**src/rtl/lsu_pkg.sv**
```systemverilog
// Shared types and constants for the load/store memory controller.
// State encoding, access size codes and load/store funct3 values.
package lsu_pkg;

    typedef enum logic [1:0] {
        ST_IDLE    = 2'b00,
        ST_REQ     = 2'b01,
        ST_WAIT_RD = 2'b10,
        ST_RESP    = 2'b11
    } state_t;

    localparam logic [1:0] SZ_B = 2'b00;
    localparam logic [1:0] SZ_H = 2'b01;
    localparam logic [1:0] SZ_W = 2'b10;

    localparam logic [2:0] F3_LB  = 3'b000;
    localparam logic [2:0] F3_LH  = 3'b001;
    localparam logic [2:0] F3_LW  = 3'b010;
    localparam logic [2:0] F3_LBU = 3'b100;
    localparam logic [2:0] F3_LHU = 3'b101;

endpackage

```
**src/rtl/lsu_align.sv**
```systemverilog
// Combinational lane logic: byte enables, store replication,
// alignment check and right-justification of read data.
module lsu_align
    import lsu_pkg::*;
(
    input  logic [1:0]  size,
    input  logic [1:0]  offset,
    input  logic [31:0] wdata,
    input  logic [31:0] rdata,
    output logic [3:0]  be,
    output logic [31:0] wdata_rep,
    output logic        misaligned,
    output logic [31:0] rdata_shift
);

    always_comb begin
        be         = 4'b0000;
        wdata_rep  = wdata;
        misaligned = 1'b0;
        case (size)
            SZ_B: begin
                be        = 4'b0001 << offset;
                wdata_rep = {4{wdata[7:0]}};
            end
            SZ_H: begin
                be         = 4'b0011 << offset;
                wdata_rep  = {2{wdata[15:0]}};
                misaligned = offset[0];
            end
            SZ_W: begin
                be         = 4'b1111;
                misaligned = |offset;
            end
            default: misaligned = 1'b1;
        endcase
    end

    assign rdata_shift = rdata >> {offset, 3'b000};

endmodule

```
**src/rtl/lsu_mem_ctrl.sv**
```systemverilog
// RV32I MEM-stage load/store controller with req/gnt/rvalid memory port.
// Define LSU_TIMEOUT_EN to enable the TIMEOUT_CYCLES bus watchdog.
module lsu_mem_ctrl
    import lsu_pkg::*;
#(
    parameter int TIMEOUT_CYCLES = 255
) (
    input  logic        i_clk,
    input  logic        i_rst_n,
    input  logic        i_req,
    input  logic        i_we,
    input  logic [31:0] iv_addr,
    input  logic [2:0]  iv_funct3,
    input  logic [31:0] iv_wdata,
    output logic        o_ack,
    output logic        o_load_valid,
    output logic [31:0] ov_load_word,
    output logic        o_misaligned,
    output logic        o_bus_err,
    output logic        o_busy,
    output logic        o_mem_req,
    output logic [31:0] ov_mem_addr,
    output logic [3:0]  ov_mem_be,
    output logic [31:0] ov_mem_wdata,
    output logic        o_mem_we,
    input  logic        i_mem_gnt,
    input  logic        i_mem_rvalid,
    input  logic [31:0] iv_mem_rdata
);

    state_t      state, state_n;
    logic [31:0] addr_q, wdata_q, load_word_q;
    logic [1:0]  size_q;
    logic        we_q, err_q, to_q;
    logic        timeout_hit, req_on;
    logic [1:0]  size_sel, off_sel;
    logic [3:0]  be;
    logic [31:0] wdata_rep, rdata_shift;
    logic        misaligned;
    logic        unused_f3;

    // Signedness is applied by the downstream extension stage.
    assign unused_f3 = iv_funct3[2];

    // In IDLE the checker looks at the incoming request, otherwise
    // at the captured one that is on the bus.
    assign size_sel = (state == ST_IDLE) ? iv_funct3[1:0] : size_q;
    assign off_sel  = (state == ST_IDLE) ? iv_addr[1:0]   : addr_q[1:0];

    lsu_align u_align (
        .size        (size_sel),
        .offset      (off_sel),
        .wdata       (wdata_q),
        .rdata       (iv_mem_rdata),
        .be          (be),
        .wdata_rep   (wdata_rep),
        .misaligned  (misaligned),
        .rdata_shift (rdata_shift)
    );

`ifdef LSU_TIMEOUT_EN
    localparam int CLW = $clog2(TIMEOUT_CYCLES + 1);
    localparam int CW  = (CLW > 8) ? CLW : 8;
    logic [CW-1:0] wd_cnt;

    always_ff @(posedge i_clk or negedge i_rst_n) begin
        if (!i_rst_n) begin
            wd_cnt <= '0;
        end else if (state == ST_REQ || state == ST_WAIT_RD) begin
            wd_cnt <= wd_cnt + 1'b1;
        end else begin
            wd_cnt <= '0;
        end
    end

    assign timeout_hit = (state == ST_REQ || state == ST_WAIT_RD)
                       && (wd_cnt == CW'(TIMEOUT_CYCLES));
`else
    logic unused_timeout;
    assign unused_timeout = (TIMEOUT_CYCLES == 0);
    assign timeout_hit    = 1'b0;
`endif

    always_comb begin
        state_n = state;
        case (state)
            ST_IDLE: begin
                if (i_req) state_n = misaligned ? ST_RESP : ST_REQ;
            end
            ST_REQ: begin
                if (timeout_hit)    state_n = ST_RESP;
                else if (i_mem_gnt) state_n = we_q ? ST_RESP : ST_WAIT_RD;
            end
            ST_WAIT_RD: begin
                if (timeout_hit || i_mem_rvalid) state_n = ST_RESP;
            end
            default: state_n = ST_IDLE;
        endcase
    end

    always_ff @(posedge i_clk or negedge i_rst_n) begin
        if (!i_rst_n) begin
            state       <= ST_IDLE;
            addr_q      <= '0;
            wdata_q     <= '0;
            size_q      <= '0;
            we_q        <= 1'b0;
            err_q       <= 1'b0;
            to_q        <= 1'b0;
            load_word_q <= '0;
        end else begin
            state <= state_n;
            if (state == ST_IDLE && i_req) begin
                addr_q  <= iv_addr;
                wdata_q <= iv_wdata;
                size_q  <= iv_funct3[1:0];
                we_q    <= i_we;
                err_q   <= misaligned;
                to_q    <= 1'b0;
            end
            if (timeout_hit) begin
                to_q <= 1'b1;
            end else if (state == ST_WAIT_RD && i_mem_rvalid) begin
                load_word_q <= rdata_shift;
            end
        end
    end

    assign req_on       = (state == ST_REQ) && !timeout_hit;
    assign o_mem_req    = req_on;
    assign ov_mem_addr  = req_on ? {addr_q[31:2], 2'b00} : 32'h0;
    assign ov_mem_be    = req_on ? be : 4'b0000;
    assign ov_mem_wdata = req_on ? wdata_rep : 32'h0;
    assign o_mem_we     = req_on & we_q;

    assign o_busy       = (state != ST_IDLE);
    assign o_ack        = (state == ST_RESP);
    assign o_load_valid = o_ack & ~we_q & ~err_q & ~to_q;
    assign o_misaligned = o_ack & err_q;
    assign o_bus_err    = o_ack & to_q;
    assign ov_load_word = load_word_q;

endmodule

```
**config.mk**
```make
export PLATFORM = sky130hd
export DESIGN_NAME = lsu_mem_ctrl
export DESIGN_NICKNAME = d
export VERILOG_FILES = /design/src/rtl/lsu_pkg.sv /design/src/rtl/lsu_align.sv /design/src/rtl/lsu_mem_ctrl.sv
export SDC_FILE = /design/constraint.sdc
export NUM_CORES = 1
export LEC_CHECK = 0
export BUFFER_PORTS_ARGS = -buffer_cell sky130_fd_sc_hd__buf_2
export CAP_MARGIN = 0
export CELL_PAD_IN_SITES_DETAIL_PLACEMENT = 0
export CELL_PAD_IN_SITES_GLOBAL_PLACEMENT = 1
export CORE_ASPECT_RATIO = 0.8
export CORE_MARGIN = 2
export CORE_UTILIZATION = 39
export DETAILED_ROUTE_END_ITERATION = 12
export GPL_ROUTABILITY_DRIVEN = 0
export PLACE_DENSITY_LB_ADDON = 0.1
export SLEW_MARGIN = 30
export SYNTH_ARGS = -nofsm -noshare
export SYNTH_HDL_FRONTEND = slang
export SYNTH_SLANG_ARGS = --single-unit
```
**constraint.sdc**
```tcl
create_clock -name i_clk -period 2.98 [get_ports i_clk]
set_input_delay 0.298 -clock i_clk [delete_from_list [all_inputs] [get_ports i_clk]]
set_output_delay 0.298 -clock i_clk [all_outputs]
set_load 0.02 [all_outputs]
```
==> flow_summary.yaml <==
yosys:
  syn_inst: 460
  synth.avg_cell_area_um2: 11.1
  yosys.area.top_type_share_pct: 50.0
  synth.largest_area_cell: "dfrtp_1"
  async_reset_ff_share_pct: 100
  ys.flop_type: "dfrtp_1"
  synth_seq_cells: 102
  synth_seq_area_share_pct: 50.0
  synth_cell_type_count: 33
  synth_edf_count: 0
  syn_area_um2: 5100
  yosysWarnings: 0
  synthTopCellsByArea: "dfrtp_1, mux2_2, nand2_1"
timing:
  rsz0062_at_grt: "false"
  tightest_slew_ns: 0.700
  skew_ns: 0.00610
  holdWs_ns: -0.000933
  period_needed_ns: 2.80
  setup-violations-final: 0
  slew_headroom_pct: 53.3
  period_share_pct: 93.9
  hold_violations: 6
  fmax_mhz: 357
  drv_slew: 0
  setup_slack_ns: 0.182
  fin_setup_tns_ns: 0
placed_design:
  io_buffers: 207
  hpwl_um: 10200
  dpl_worst_slack_ns: 0.382
finish:
  drive_above_1_share_pct: 47.1
  fin_nets: 770
  fillCellCount: 1197
  final_common_cell: "buf_2"
  area_growth_pct: 30.3
  final_cell_mix: "buf_2, dfrtp_1, nand2_1"
outcome:
  violations: "hold timing"
  status: "finished, violations left"
clock_network:
  clockBufferDepth: 2
  cts_sinks: 102
  htreeDepth: 3
  clk_pin_slew_ns: 0.07
  cts_buffers: 9
  clk_latency_ns: 0.34
  postCtsHoldBufs: 0
  cts_tree: "built"
  cts_root_buf: "clkbuf_16"
routing:
  drt-pass1-iter-count: 4
  ant_nets: 0
  drt_iter0_markers: 181
  drcViolationCount: 0
  via_count: 4164
  wire_per_inst_um: 16.3
  wl_um: 13700
  routed_via_density: 4.95
worst_hold_path:
  hold_path.class: "in -> async"
critical_path:
  critical_path_peak_fanout: 19
  cp-start-kind: "flip-flop"
  required_ns: 2.68
  path_class: "reg -> out"
  end_kind: "primary output"
  cp.arrival_ns: 2.50
run:
  cap_violations: 0
global_route:
  grt_max_degree: 54
  overflow: 0
  grt_pass1_vias: 4297
  grt_pass1_wl_um: 22000
  track_usage_pct: 19.8
  antenna_found_initial: 1
floorplan:
  rows: 37
  die_height_um: 106
  initial_core_util_pct: 39.8
  io_pins: 212
  dieArea_um2: 14000
  core_area_um2: 12800
  die_width_um: 132
power_and_ir_drop:
  leakagePower_nw: 3.39
  ir_worst_vdd_mv: 0.461
  powerDensity_nw_per_um2: 1200
==> cell families (layout without fill, tap and decap cells) <==
group	count (synthesis)	count (layout)	synth area share, %
buf+inv	35	239	3.87
mux	98	98	21.8
flops	102	102	50.0
fa+ha+maj	4	4	0.981
simple gates	143	143	13.1
compound gates	77	77	10.1
other cells	1	4	0.0735
==> worst max-delay path, cell delays in order (launching register included) <==
cell	delay, ns
dfrtp_1	0.41
inv_1	0.10
ha_2	0.34
buf_4	0.25
mux2_4	0.44
and2_4	0.25
a21oi_1	0.16
nor2_1	0.06
buf_2	0.16
==> layer usage <==
layer,GRT usage (%),vias up,part of all wire (%)
li1,-,2000,-
met1,26.7,2012,47
met2,30.7,134,45
met3,5.96,18,6.7
met4,5.98,0,1.7
met5,0,-,0
==> report_power, final <==
part           total, W  switching, W  internal, W  leakage [nW]
logic           0.00418       0.00244      0.00173          1.99
clock network   0.00133      0.000507     0.000820         0.159
registers       0.00247      0.000412      0.00206          1.24
total           0.00797       0.00336      0.00461          3.39
==> sequential cells by signal (all words and copies together), names as in the netlist <==
name and flops:
addr_q 32, err_q 1, state 2, ov_load_word 32
wdata_q 32, size_q 2, we_q 1
==> repair_timing <==
| item | CTS | global route |
|---|---|---|
| gates resized for setup | 0 | 1 |
| endpoints found under the setup margin | 0 | 18 |
| buffers inserted | 0 | 0 |
| hold endpoints to repair | 0 | 0 |
==> synth_stat cells, drive strengths merged, types with 3 or more instances <==
| cell type | n |
|---|---|
| nand3 | 5 |
| mux2i | 28 |
| inv | 3 |
| mux2 | 70 |
| buf | 21 |
| and2 | 41 |
| o221ai | 9 |
| nand2 | 81 |
| clkbuf | 10 |
| a21oi | 20 |
| dfrtp | 102 |
| a22o | 8 |
| a2bb2oi | 8 |
| nor2 | 13 |
| ha | 4 |
| o21ai | 21 |
| a311oi | 8 |
==> final timing paths <==
check	start	endpoint	slack, ns	depth (start not counted)
setup / recovery	state[0]$_DFFE_PN0P_	ov_mem_be[2]	0.18	8
hold / removal	i_rst_n	wdata_q[28]$_DFFE_PN0P_	-0.0009	1
setup reg to reg	state[0]$_DFFE_PN0P_	ov_load_word[8]$_DFFE_PN0P_	0.61	8
hold reg to reg	ov_load_word[23]$_DFFE_PN0P_	ov_load_word[23]$_DFFE_PN0P_	0.48	2
max in group asynchronous	i_rst_n	wdata_q[23]$_DFFE_PN0P_	2.24	2
min in group i_clk	iv_wdata[12]	wdata_q[12]$_DFFE_PN0P_	0.19	2
==> cell type report <==
class	count	area [µm²]	share of cell area (%)
Antenna cell	1	2.50	0.0376
Clock buffer	10	229	3.44
Clock inverter	6	110	1.66
Inverter	4	15.0	0.226
Multi-Input combinational cell	325	2380	35.8
Sequential cell	102	2550	38.4
Tap cell	175	219	3.29
Timing Repair Buffer	219	1140	17.2
==> metrics by stage <==
stage	power [W]	std cells	hold slack [ns]	util, %	instance area, µm²
floorplan	0.00544	462	0.00241	-	5110
global placement	0.00661	825	0.394	49.2	6310
detailed placement	0.00671	825	0.397	49.2	6310
CTS	0.00806	841	0.0275	51.8	6650
global route	0.00855	842	0.0487	51.9	6650
finish	0.00797	842	-0.000933	51.9	6650
(Power assumes the default switching activity.)
